==> src/rtl/threshold_monitor.sv <==
// threshold_monitor: sampled threshold alarm with hysteresis and persistence.
// Optional STICKY_ALARM_EN: alarm latches in HIGH until the clr strobe.
module threshold_monitor #(
    parameter int WIDTH   = 5,
    parameter int PERSIST = 3,
    parameter int EVT_W   = 8
) (
    input  logic             clk,
    input  logic             reset,
    input  logic             D_valid,
    input  logic [WIDTH-1:0] D,
    input  logic [WIDTH-1:0] A,
    input  logic [WIDTH-1:0] H,
`ifdef STICKY_ALARM_EN
    input  logic             clr,
`endif
    output logic             L,
    output logic             L_rise,
    output logic             L_fall,
    output logic [EVT_W-1:0] evt_cnt
);

    localparam int CW = (PERSIST < 1) ? 1 : $clog2(PERSIST + 1);
    localparam logic [CW-1:0] P_LAST = CW'(PERSIST);

    typedef enum logic [1:0] {
        LOW,
        ARM,
        HIGH,
        DISARM
    } state_t;

    state_t           state_q, state_d;
    logic [CW-1:0]    cnt_q, cnt_d;
    logic             l_q, l_d;
    logic             rise_q, rise_d;
    logic             fall_q, fall_d;
    logic [EVT_W-1:0] evt_q, evt_d;

    logic [WIDTH:0]   clr_thr;
    logic             set_c;
    logic             clear_c;
    logic [CW-1:0]    cnt_inc;

    // Qualifying-sample conditions; a band wider than A disables clearing.
    always_comb begin
        clr_thr = {1'b0, A} - {1'b0, H};
        set_c   = (D >= A);
        clear_c = (H <= A) && ({1'b0, D} < clr_thr);
        cnt_inc = cnt_q + CW'(1);
    end

`ifdef STICKY_ALARM_EN
    logic unused_clear;
    assign unused_clear = clear_c;
`endif

    // Next state and persistence counter; only valid samples advance.
    always_comb begin
        state_d = state_q;
        cnt_d   = cnt_q;
        if (D_valid) begin
            unique case (state_q)
                LOW: begin
                    if (set_c) begin
                        if (PERSIST == 1) begin
                            state_d = HIGH;
                            cnt_d   = '0;
                        end else begin
                            state_d = ARM;
                            cnt_d   = CW'(1);
                        end
                    end
                end
                ARM: begin
                    if (set_c) begin
                        if (cnt_inc == P_LAST) begin
                            state_d = HIGH;
                            cnt_d   = '0;
                        end else begin
                            cnt_d = cnt_inc;
                        end
                    end else begin
                        state_d = LOW;
                        cnt_d   = '0;
                    end
                end
                HIGH: begin
`ifndef STICKY_ALARM_EN
                    if (clear_c) begin
                        if (PERSIST == 1) begin
                            state_d = LOW;
                            cnt_d   = '0;
                        end else begin
                            state_d = DISARM;
                            cnt_d   = CW'(1);
                        end
                    end
`endif
                end
                DISARM: begin
                    if (clear_c) begin
                        if (cnt_inc == P_LAST) begin
                            state_d = LOW;
                            cnt_d   = '0;
                        end else begin
                            cnt_d = cnt_inc;
                        end
                    end else begin
                        state_d = HIGH;
                        cnt_d   = '0;
                    end
                end
                default: begin
                    state_d = LOW;
                    cnt_d   = '0;
                end
            endcase
        end
`ifdef STICKY_ALARM_EN
        if (clr) begin
            state_d = LOW;
            cnt_d   = '0;
        end
`endif
    end

    // Alarm level, edge pulses and saturating rising-event counter.
    always_comb begin
        l_d    = (state_d == HIGH) || (state_d == DISARM);
        rise_d = l_d && !l_q;
        fall_d = !l_d && l_q;
        evt_d  = evt_q;
        if (rise_d && (evt_q != {EVT_W{1'b1}})) begin
            evt_d = evt_q + EVT_W'(1);
        end
    end

    // State and output registers.
    always_ff @(posedge clk or posedge reset) begin
        if (reset) begin
            state_q <= LOW;
            cnt_q   <= '0;
            l_q     <= 1'b0;
            rise_q  <= 1'b0;
            fall_q  <= 1'b0;
            evt_q   <= '0;
        end else begin
            state_q <= state_d;
            cnt_q   <= cnt_d;
            l_q     <= l_d;
            rise_q  <= rise_d;
            fall_q  <= fall_d;
            evt_q   <= evt_d;
        end
    end

    assign L       = l_q;
    assign L_rise  = rise_q;
    assign L_fall  = fall_q;
    assign evt_cnt = evt_q;

endmodule

==> config.mk <==
export PLATFORM = sky130hd
export DESIGN_NAME = threshold_monitor
export DESIGN_NICKNAME = d
export VERILOG_FILES = /design/src/rtl/threshold_monitor.sv
export SDC_FILE = /design/constraint.sdc
export NUM_CORES = 1
export LEC_CHECK = 0
export ABC_AREA = 0
export ABC_CLOCK_PERIOD_IN_PS = 2200
export CAP_MARGIN = 30
export CORE_ASPECT_RATIO = 1.5
export CORE_MARGIN = 4
export CORE_UTILIZATION = 40
export DETAILED_ROUTE_END_ITERATION = 16
export GPL_ROUTABILITY_DRIVEN = 0
export PLACE_DENSITY = 0.67
export SYNTH_ARGS = -nofsm -noshare
export SYNTH_HDL_FRONTEND = slang
export SYNTH_SLANG_ARGS = --single-unit
export TNS_END_PERCENT = 30
==> constraint.sdc <==
create_clock -name clk -period 2.2 [get_ports clk]
set_input_delay 0.44 -clock clk [delete_from_list [all_inputs] [get_ports clk]]
set_output_delay 0.44 -clock clk [all_outputs]
set_load 0.1 [all_outputs]
Word-level counts from Yosys, hierarchy flattened --
Index checks and enable logic that the tools add are counted.
Word-level totals: bits in registers 15, bits of input ports 18, output and inout port bits 11
Cells by class: add/sub/neg operators 3, $lt $le $gt $ge 3, eq/ne operators 9, mux-type cells 14, reductions and logical operators 9
Operator list (number):
- 2-bit 2-to-1 mux | 12
- 2-bit case mux with 4 select lines | 2
- 2-bit equality test, second input constant | 5
- 8-bit by 1-bit adder with 8-bit output, second input constant | 1
- 8-bit != test, second input constant | 1
- 5-bit by 6-bit < comparator with 1-bit output | 1
- 5-bit by 5-bit subtractor with 6-bit output | 1
- 5-bit >= comparator | 1
- 5-bit less-or-equal comparator | 1
- 1-bit logical AND | 4
- 2-bit != test, second input constant | 2
- 3-bit AND reduction | 1
- 2-bit by 1-bit adder with 2-bit output, second input constant | 1
- 2-bit by 1-bit equality test with 1-bit output, second input constant | 1
- 1-bit logical NOT | 2
- 2-bit logical NOT | 1
- 1-bit logical OR | 1

Depth between registers and ports, before layout --
Gate-level depths: netlist of run 1.
depth after elaboration 10, mapped depth 15, depth with buffers taken out 14

Least setup slack after synthesis of run 1 --
Ideal clock, no wire load.
kind input to register, from in A[0], to reg evt_q[6], in the netlist evt_cnt[6], library setup time 0.126 ns, arrival time 2.917 ns, data required time 2.074 ns, setup slack -0.843 ns, stages 15, buffers on the path 1, cells stage by stage inv_1 > ha_1 > inv_1 > fa_1 > a21oi_2 > o21ai_0 > xnor2_1 > ha_1 > nand2_1 > a21o_1 > a32o_1 > a31oi_1 > buf_4 > nand4_2 > mux2_4
Between the ends: cells in the longest elaborated chain, start to end 10, elaborated cells between the ends (all ways) 16
RTL lines:
- start: declaration | line 12 | input logic [WIDTH-1:0] A,
- 5-bit by 5-bit subtractor with 6-bit output | line 47 | clr_thr = {1'b0, A} - {1'b0, H};
- 5-bit by 6-bit < comparator with 1-bit output | line 49 | clear_c = (H <= A) && ({1'b0, D} < clr_thr);
- 1-bit logical AND | line 49
- 2-bit 2-to-1 mux (on tied branches) | line 102, 90
- 2-bit case mux with 4 select lines * | line 63 | unique case (state_q)
- 2-bit 2-to-1 mux * | line 62 | if (D_valid) begin
- named net state_d[1] | line 33 | state_t state_q, state_d;
- 2-bit equality test | line 130 | l_d = (state_d == HIGH) || (state_d == DISARM);
- 1-bit logical OR * | line 130
- 1-bit logical AND * | line 131 | rise_d = l_d && !l_q;
- 1-bit logical AND * | line 134 | if (rise_d && (evt_q != {EVT_W{1'b1}})) begin
- end signal: assignment | line 154 | evt_q <= evt_d;
- end: declaration | line 38 | logic [EVT_W-1:0] evt_q, evt_d;
Mark *: on every way through the listed nets, which the timed path passes. The rest lies on a longest branch. A chain may end at the register's enable or synchronous reset.

Final worst setup path of run 1 --
from in A[0], to reg evt_q[1], in the netlist evt_cnt[1]
Between the ends: cells in the longest elaborated chain, start to end 10, elaborated cells between the ends (all ways) 16
RTL lines (line):
- 5-bit by 5-bit subtractor with 6-bit output | 47
- 5-bit by 6-bit < comparator with 1-bit output | 49
- 1-bit logical AND | 49
- 2-bit 2-to-1 mux (on tied branches) | 102, 90
- 2-bit case mux with 4 select lines * | 63
- 2-bit 2-to-1 mux * | 62
- 2-bit equality test | 130
- 1-bit logical OR * | 130
- 1-bit logical AND * | 131
- 1-bit logical AND * | 134
Mark *: on every way between the ends. The rest lies on a longest branch, timed or not.

==> out/summary.txt, run 1 <==
Core area -> 0.00271 mm²
Design Power -> 1630 µW
Final hold vios -> 0
Final setup vio count -> 15
Vias in the first global route -> 1306
First-pass GRT wire length -> 5.50 mm
Post-synth EDFFs -> 0
Max Cap Violations -> 0
Worst slew pin tran -> 0.562 ns
Antenna violations before repair -> 0
CTS tree -> yes
Slowest CP cell -> fa_2
Critical Path Start Type -> input port
Worst Slack Setup Final -> -0.691 ns
Cell taking the most area after synthesis -> dfrtp_1
Yosys top cell area share -> 32.6%
Hold_sp -> state_q[0]
Count leader, synth -> inv_1
Crit Path Class -> in -> reg
Drt first pass iters -> 4
Worst Setup End Kind -> register
Fmax -> 346 MHz
Port bufs -> 28
Gr ovfl total -> 0
Leakage -> 0.000928 µW
Setup Skew -> 0.00274 ns
WL final -> 3.47 mm
Wire length on met3 -> 146 µm
Share of cells above drive strength 1 -> 39.4%
Placed cells -> 206
Register share of total power -> 26.7%
Synthesized flop and latch total -> 15
R2R Path Start -> cnt_q[0]
Number of core rows -> 23
H-tree depth -> 1
Period utilisation layout -> 131%
Combinational power share -> 60.3%
Largest net degree at the start of global routing -> 16
Routed len/inst -> 16.0 µm
Fin Setup TNS -> -7.79 ns
Antenna viol nets, final -> 0
CTS root buf -> clkbuf_8
Outcome -> finished with violations
Cell count after synthesis -> 121
Diodes inserted -> 0
Ys flop type -> dfrtp_1
Routed vias -> 1141
Total GRT Usage -> 19.6%
Met1 WL -> 1.16 mm
Maximum VDD drop -> 0.703 mV
WP data arrival -> 3.02 ns
Synth unique cells -> 38
Non-Filler Instances -> 217
Sequence of cells on the critical path -> buf_12 -> inv_12 -> ha_4 -> inv_2 -> fa_2 -> buf_4 -> xnor2_1 -> ha_1 -> o211ai_1 -> a21o_1 -> a32o_2 -> a31oi_4 -> nor3b_4 -> mux2_4
Clock power share -> 13.0%
CP max FO -> 2
Die area -> 0.00382 mm²
Starting Density -> 42.6%
Die Y -> 73.7 µm
Drc violations -> 0
Dpl cell area -> 0.00163 mm²
Die Wd -> 51.8 µm
IO Count -> 29
Ranking of synthesized cells by area -> dfrtp_1 (33%), ha_1 (17%), inv_1 (5.9%)
DR WL met2 -> 2.02 mm
Clk Latency, worst-skew pair -> 0.24 ns
Slowest stage delay, CP -> 0.36 ns
Clk sink count -> 15
Critical Path Start -> A[0]
Tmin final -> 2.89 ns
Post-Syn Area -> 0.00115 mm²
Post-synth ARST share -> 100%
Path type of the worst min-delay path -> reg -> reg
Seq/Total Area, Yosys -> 32.6%
Total CTS buffers -> 3
WP data required -> 2.33 ns
Clock slew seen by the registers of the worst setup and hold paths -> 0.06 ns
Layout area overhead -> 62.4%
P_sw -> 797 µW
Setup WS pre-CTS -> -1.43 ns
Synth warnings -> 0
Slew headroom -> 62.5%
Synth cell count leaders -> inv_1 (18), ha_1 (16), dfrtp_1 (15)
Final Cell Area -> 0.00187 mm²
Syn Area/Cell -> 9.51 µm²
RSZ-0062 raised after global routing -> yes
Switching Share -> 48.9%
Failing checks -> negative setup slack
Top sig layer -> met4
Filler Cells Inserted -> 231
Int Pwr -> 835 µW
Clk buf depth -> 2
Hold Buf Count CTS -> 0
Max-slew violations -> 0
Syn nets -> 156
Fin nets -> 216
Pwr/cell area -> 873 mW/mm²
Routed vias/inst -> 5.26
Starting DRT DRC Count -> 16
Detailed Place HPWL -> 2.43 mm
-- power groups by stage --
stage          Combinational, µW  Sequential (µW)  Clock (µW)
3_3_place_gp                 815              424           0
2_1_floorplan                255              755           0
4_1_cts                      940              429         219
6_report                     984              436         212
5_1_grt                     1040              448         233
3_5_place_dp                 841              429           0
-- worst paths after layout --
| path | endpoint | slack, ns | cells past startpoint |
|---|---|---|---|
| max | evt_cnt[1] | -0.69 | 14 |
| min | cnt_q[0] | 0.50 | 1 |
| max reg2reg | evt_cnt[1] | 0.27 | 6 |
| min reg2reg | cnt_q[0] | 0.50 | 1 |
| max in group asynchronous | L | 1.28 | 2 |
| min in group asynchronous | evt_cnt[6] | 0.55 | 2 |
-- layer usage --
metal | vias to the layer above | GRT usage [%]
met2 | 35 | 40.1
met4 | 0 | 11.1
met5 | - | 0
met3 | 16 | 2.43
met1 | 546 | 17.5
li1 | 544 | -
-- cell families after synthesis --
logic type / count (synthesis) / synth area share [%]
xor+xnor: 7 / 5.33
compound gates: 28 / 16.6
fa+ha+maj: 17 / 19.1
buf+inv: 19 / 6.52
mux: 2 / 2.28
flops: 15 / 32.6
simple gates: 33 / 17.5
-- what timing repair did --
action                                 CTS  global route
pin swaps                               19             7
endpoints found under the hold margin    0             0
setup buffers                            5             2
setup endpoints to repair               15            15
resized for setup                       44             8
-- sequential cells by signal, summed over array words and instances, names as in the netlist --
register and cells:
L_rise 1, L 1, state_q 2, evt_cnt 8, cnt_q 2, L_fall 1
-- worst max-delay path: cells and delay by family --
kind	cells	cell delay (ns)
AO/OA/AOI/OAI	4	0.76
multiplexers	1	0.32
adder cells (fa/ha/maj)	3	0.79
XOR/XNOR	1	0.12
AND/OR/NAND/NOR	1	0.26
buffers and inverters	4	0.33
-- placed cells by master (no fill, tap or decap), types with 4 or more instances in the layout --
| cell | count |
|---|---|
| buf_4 | 35 |
| dfrtp_1 | 15 |
| inv_1 | 13 |
| ha_1 | 11 |
| clkdlybuf4s50_1 | 9 |
| nand2_1 | 6 |
| xnor2_1 | 6 |
| ha_4 | 5 |
| nor2_1 | 4 |
| a31oi_1 | 4 |
| nor2b_1 | 4 |
| inv_2 | 4 |
| buf_6 | 4 |
-- stage by stage --
step,util [%],hold slack [ns]
2_1_floorplan,-,0.341
3_3_place_gp,60.2,0.467
3_5_place_dp,60.2,0.494
4_1_cts,67.8,0.494
5_1_grt,69.1,0.527
6_report,69.1,0.502
-- area by class of cell --
| type | count | area (µm²) | share of cell area (%) |
|---|---|---|---|
| clock buffer | 4 | 45.0 | 2.41 |
| inverter | 18 | 80.1 | 4.28 |
| multi-input combinational | 87 | 846 | 45.2 |
| sequential | 15 | 375 | 20.1 |
| tap | 37 | 46.3 | 2.48 |
| timing repair buffer | 56 | 477 | 25.5 |
(Power assumes the default switching activity.)
==> run 2: changes to the inputs <==
--- a/config.mk
+++ b/config.mk
@@ -11,6 +11,7 @@
 export CORE_ASPECT_RATIO = 1.5
 export CORE_MARGIN = 4
 export CORE_UTILIZATION = 40
+export CTS_BUF_LIST = sky130_fd_sc_hd__clkbuf_8 sky130_fd_sc_hd__clkbuf_16
 export DETAILED_ROUTE_END_ITERATION = 16
 export GPL_ROUTABILITY_DRIVEN = 0
 export PLACE_DENSITY = 0.67
==> run 2 against run 1 <==
- the flow still finishes with violations (negative setup slack)
- non-clock buffer count unchanged
- clock power decreased by 2%
- total power decreased by 0.26%
- register-to-register slack about the same
- global-route usage unchanged
- sequential power about the same
- via count unchanged
- setup slack about the same
- clock skew about the same
- first-iteration DRC count unchanged
- clock-buffer cell count decreased by 1
- critical path type unchanged
- critical endpoint unchanged
==> out/summary.txt, run 2 (synthesis results as in run 1) <==
Final hold vios -> 0
IO Count -> 29
Diodes inserted -> 0
Worst Slack Setup Final -> -0.690 ns
Failing checks -> negative setup slack
Pwr/cell area -> 871 mW/mm²
Antenna viol nets, final -> 0
Slowest CP cell -> fa_2
WP data arrival -> 3.02 ns
Clk buf depth -> 2
CP max FO -> 2
Worst Setup End Kind -> register
Total CTS buffers -> 3
CTS root buf -> clkbuf_8
WP data required -> 2.33 ns
Clk Latency, worst-skew pair -> 0.24 ns
R2R depth -> 6
Critical Path Start Type -> input port
Maximum VDD drop -> 0.703 mV
Fin Setup TNS -> -7.79 ns
Clk sink count -> 15
Number of core rows -> 23
Drc violations -> 0
Die Wd -> 51.8 µm
Routed len/inst -> 16.0 µm
RSZ-0062 raised after global routing -> yes
Core area -> 0.00271 mm²
Slew headroom -> 62.5%
Crit Path Class -> in -> reg
Die Y -> 73.7 µm
R2R Path Start -> cnt_q[0]
Starting DRT DRC Count -> 16
Detailed Place HPWL -> 2.43 mm
Leakage -> 0.000932 µW
Worst Hold Endpoint -> cnt_q[0]
Drt first pass iters -> 4
CTS tree -> yes
Die area -> 0.00382 mm²
Most frequent cells in the layout -> buf_4 (35), dfrtp_1 (15), inv_1 (14)
Clock slew seen by the registers of the worst setup and hold paths -> 0.06 ns
Sequence of cells on the critical path -> buf_12 -> inv_12 -> ha_4 -> inv_2 -> fa_2 -> buf_4 -> xnor2_1 -> ha_1 -> o211ai_1 -> a21o_1 -> a32o_2 -> a31oi_4 -> nor3b_4 -> mux2_4
Period utilisation layout -> 131%
Gr ovfl total -> 0
Design Power -> 1630 µW
Antenna violations before repair -> 0
Outcome -> finished with violations
Max-slew violations -> 0
Path type of the worst min-delay path -> reg -> reg
Fin nets -> 216
First-pass GRT wire length -> 5.50 mm
Max Cap Violations -> 0
Hold Path Stages -> 1
Largest net degree at the start of global routing -> 16
Commonest non-fill, non-tap cell in the layout -> buf_4
Vias in the first global route -> 1306
Fmax -> 346 MHz
WL final -> 3.47 mm
Hold Buf Count CTS -> 0
Worst slew pin tran -> 0.562 ns
R2R Setup Slk -> 0.27 ns
RR Endpoint -> evt_cnt[1]
Setup Skew -> 0.00310 ns
Share of cells above drive strength 1 -> 39.4%
Layout area overhead -> 62.4%
Filler Cells Inserted -> 231
Routed vias/inst -> 5.26
Hold_sp -> state_q[0]
H-tree depth -> 1
Starting Density -> 42.6%
Total GRT Usage -> 19.6%
Port bufs -> 28
Final setup vio count -> 15
Max reg flops -> 8
Tmin final -> 2.89 ns
Slowest stage delay, CP -> 0.36 ns
Routed vias -> 1141
[run 2: changes by cell type in the layout (fill, tap and decap cells not counted), sizes merged]
cell / delta
clkbuf: -1
inv: +1
[run 2: per-stage QoR]
| stage | utilization [%] | instances | area [µm²] | worst slack [ns] | hold slack [ns] |
|---|---|---|---|---|---|
| global placement | 60.2 | 206 | 1630 | -1.32 | 0.467 |
| finish | 69.1 | 217 | 1870 | -0.690 | 0.502 |
| detailed placement | 60.2 | 206 | 1630 | -1.43 | 0.494 |
| global route | 69.1 | 217 | 1870 | -0.749 | 0.527 |
| CTS | 67.8 | 215 | 1830 | -0.685 | 0.494 |
| floorplan | - | 121 | 1180 | -0.661 | 0.341 |
[run 2: power by group]
part | leakage [µW] | internal, µW | switching (µW)
logic | 0.000707 | 357 | 627
registers | 0.000198 | 350 | 86.9
clock network | 0.0000269 | 123 | 84.1
total | 0.000932 | 830 | 798
[run 2: critical path: cells and delay by family]
| kind | cells | cell delay [ns] |
|---|---|---|
| xor+xnor | 1 | 0.12 |
| fa+ha+maj | 3 | 0.79 |
| buf+inv | 4 | 0.33 |
| mux | 1 | 0.32 |
| compound gates | 4 | 0.76 |
| simple gates | 1 | 0.26 |
[run 2: cell type report]
cell class                 instances  area (µm²)  area share [%]
clock inverter                     1        3.75           0.201
sequential                        15         375            20.1
timing repair buffer              56         477            25.5
inverter                          18        80.1            4.28
tap                               37        46.3            2.48
clock buffer                       3        41.3            2.21
multi-input combinational         87         846            45.2
[run 2: how the worst max path moves through the flow]
| stage | to | cells after the start | startpoint |
|---|---|---|---|
| 2_1_floorplan | evt_cnt[6] | 15 | A[0] |
| 5_1_grt | evt_cnt[1] | 15 | A[0] |
| 4_1_cts | evt_cnt[1] | 15 | A[0] |
| 6_report | evt_cnt[1] | 14 | A[0] |
| 3_3_place_gp | evt_cnt[1] | 15 | A[0] |
| 3_5_place_dp | evt_cnt[6] | 16 | A[0] |
[run 2: metal layers]
metal	vias to the layer above	wire length [µm]	track usage, %
li1	544	-	-
met1	546	1160	17.5
met2	35	2020	40.1
met3	16	146	2.43
met4	0	148	11.1
met5	-	0	0
[run 2: timing repair]
item                                    CTS  global route
endpoints found under the setup margin   15            15
gates resized for setup                  44             8
setup buffers                             5             2
pin swaps                                19             7
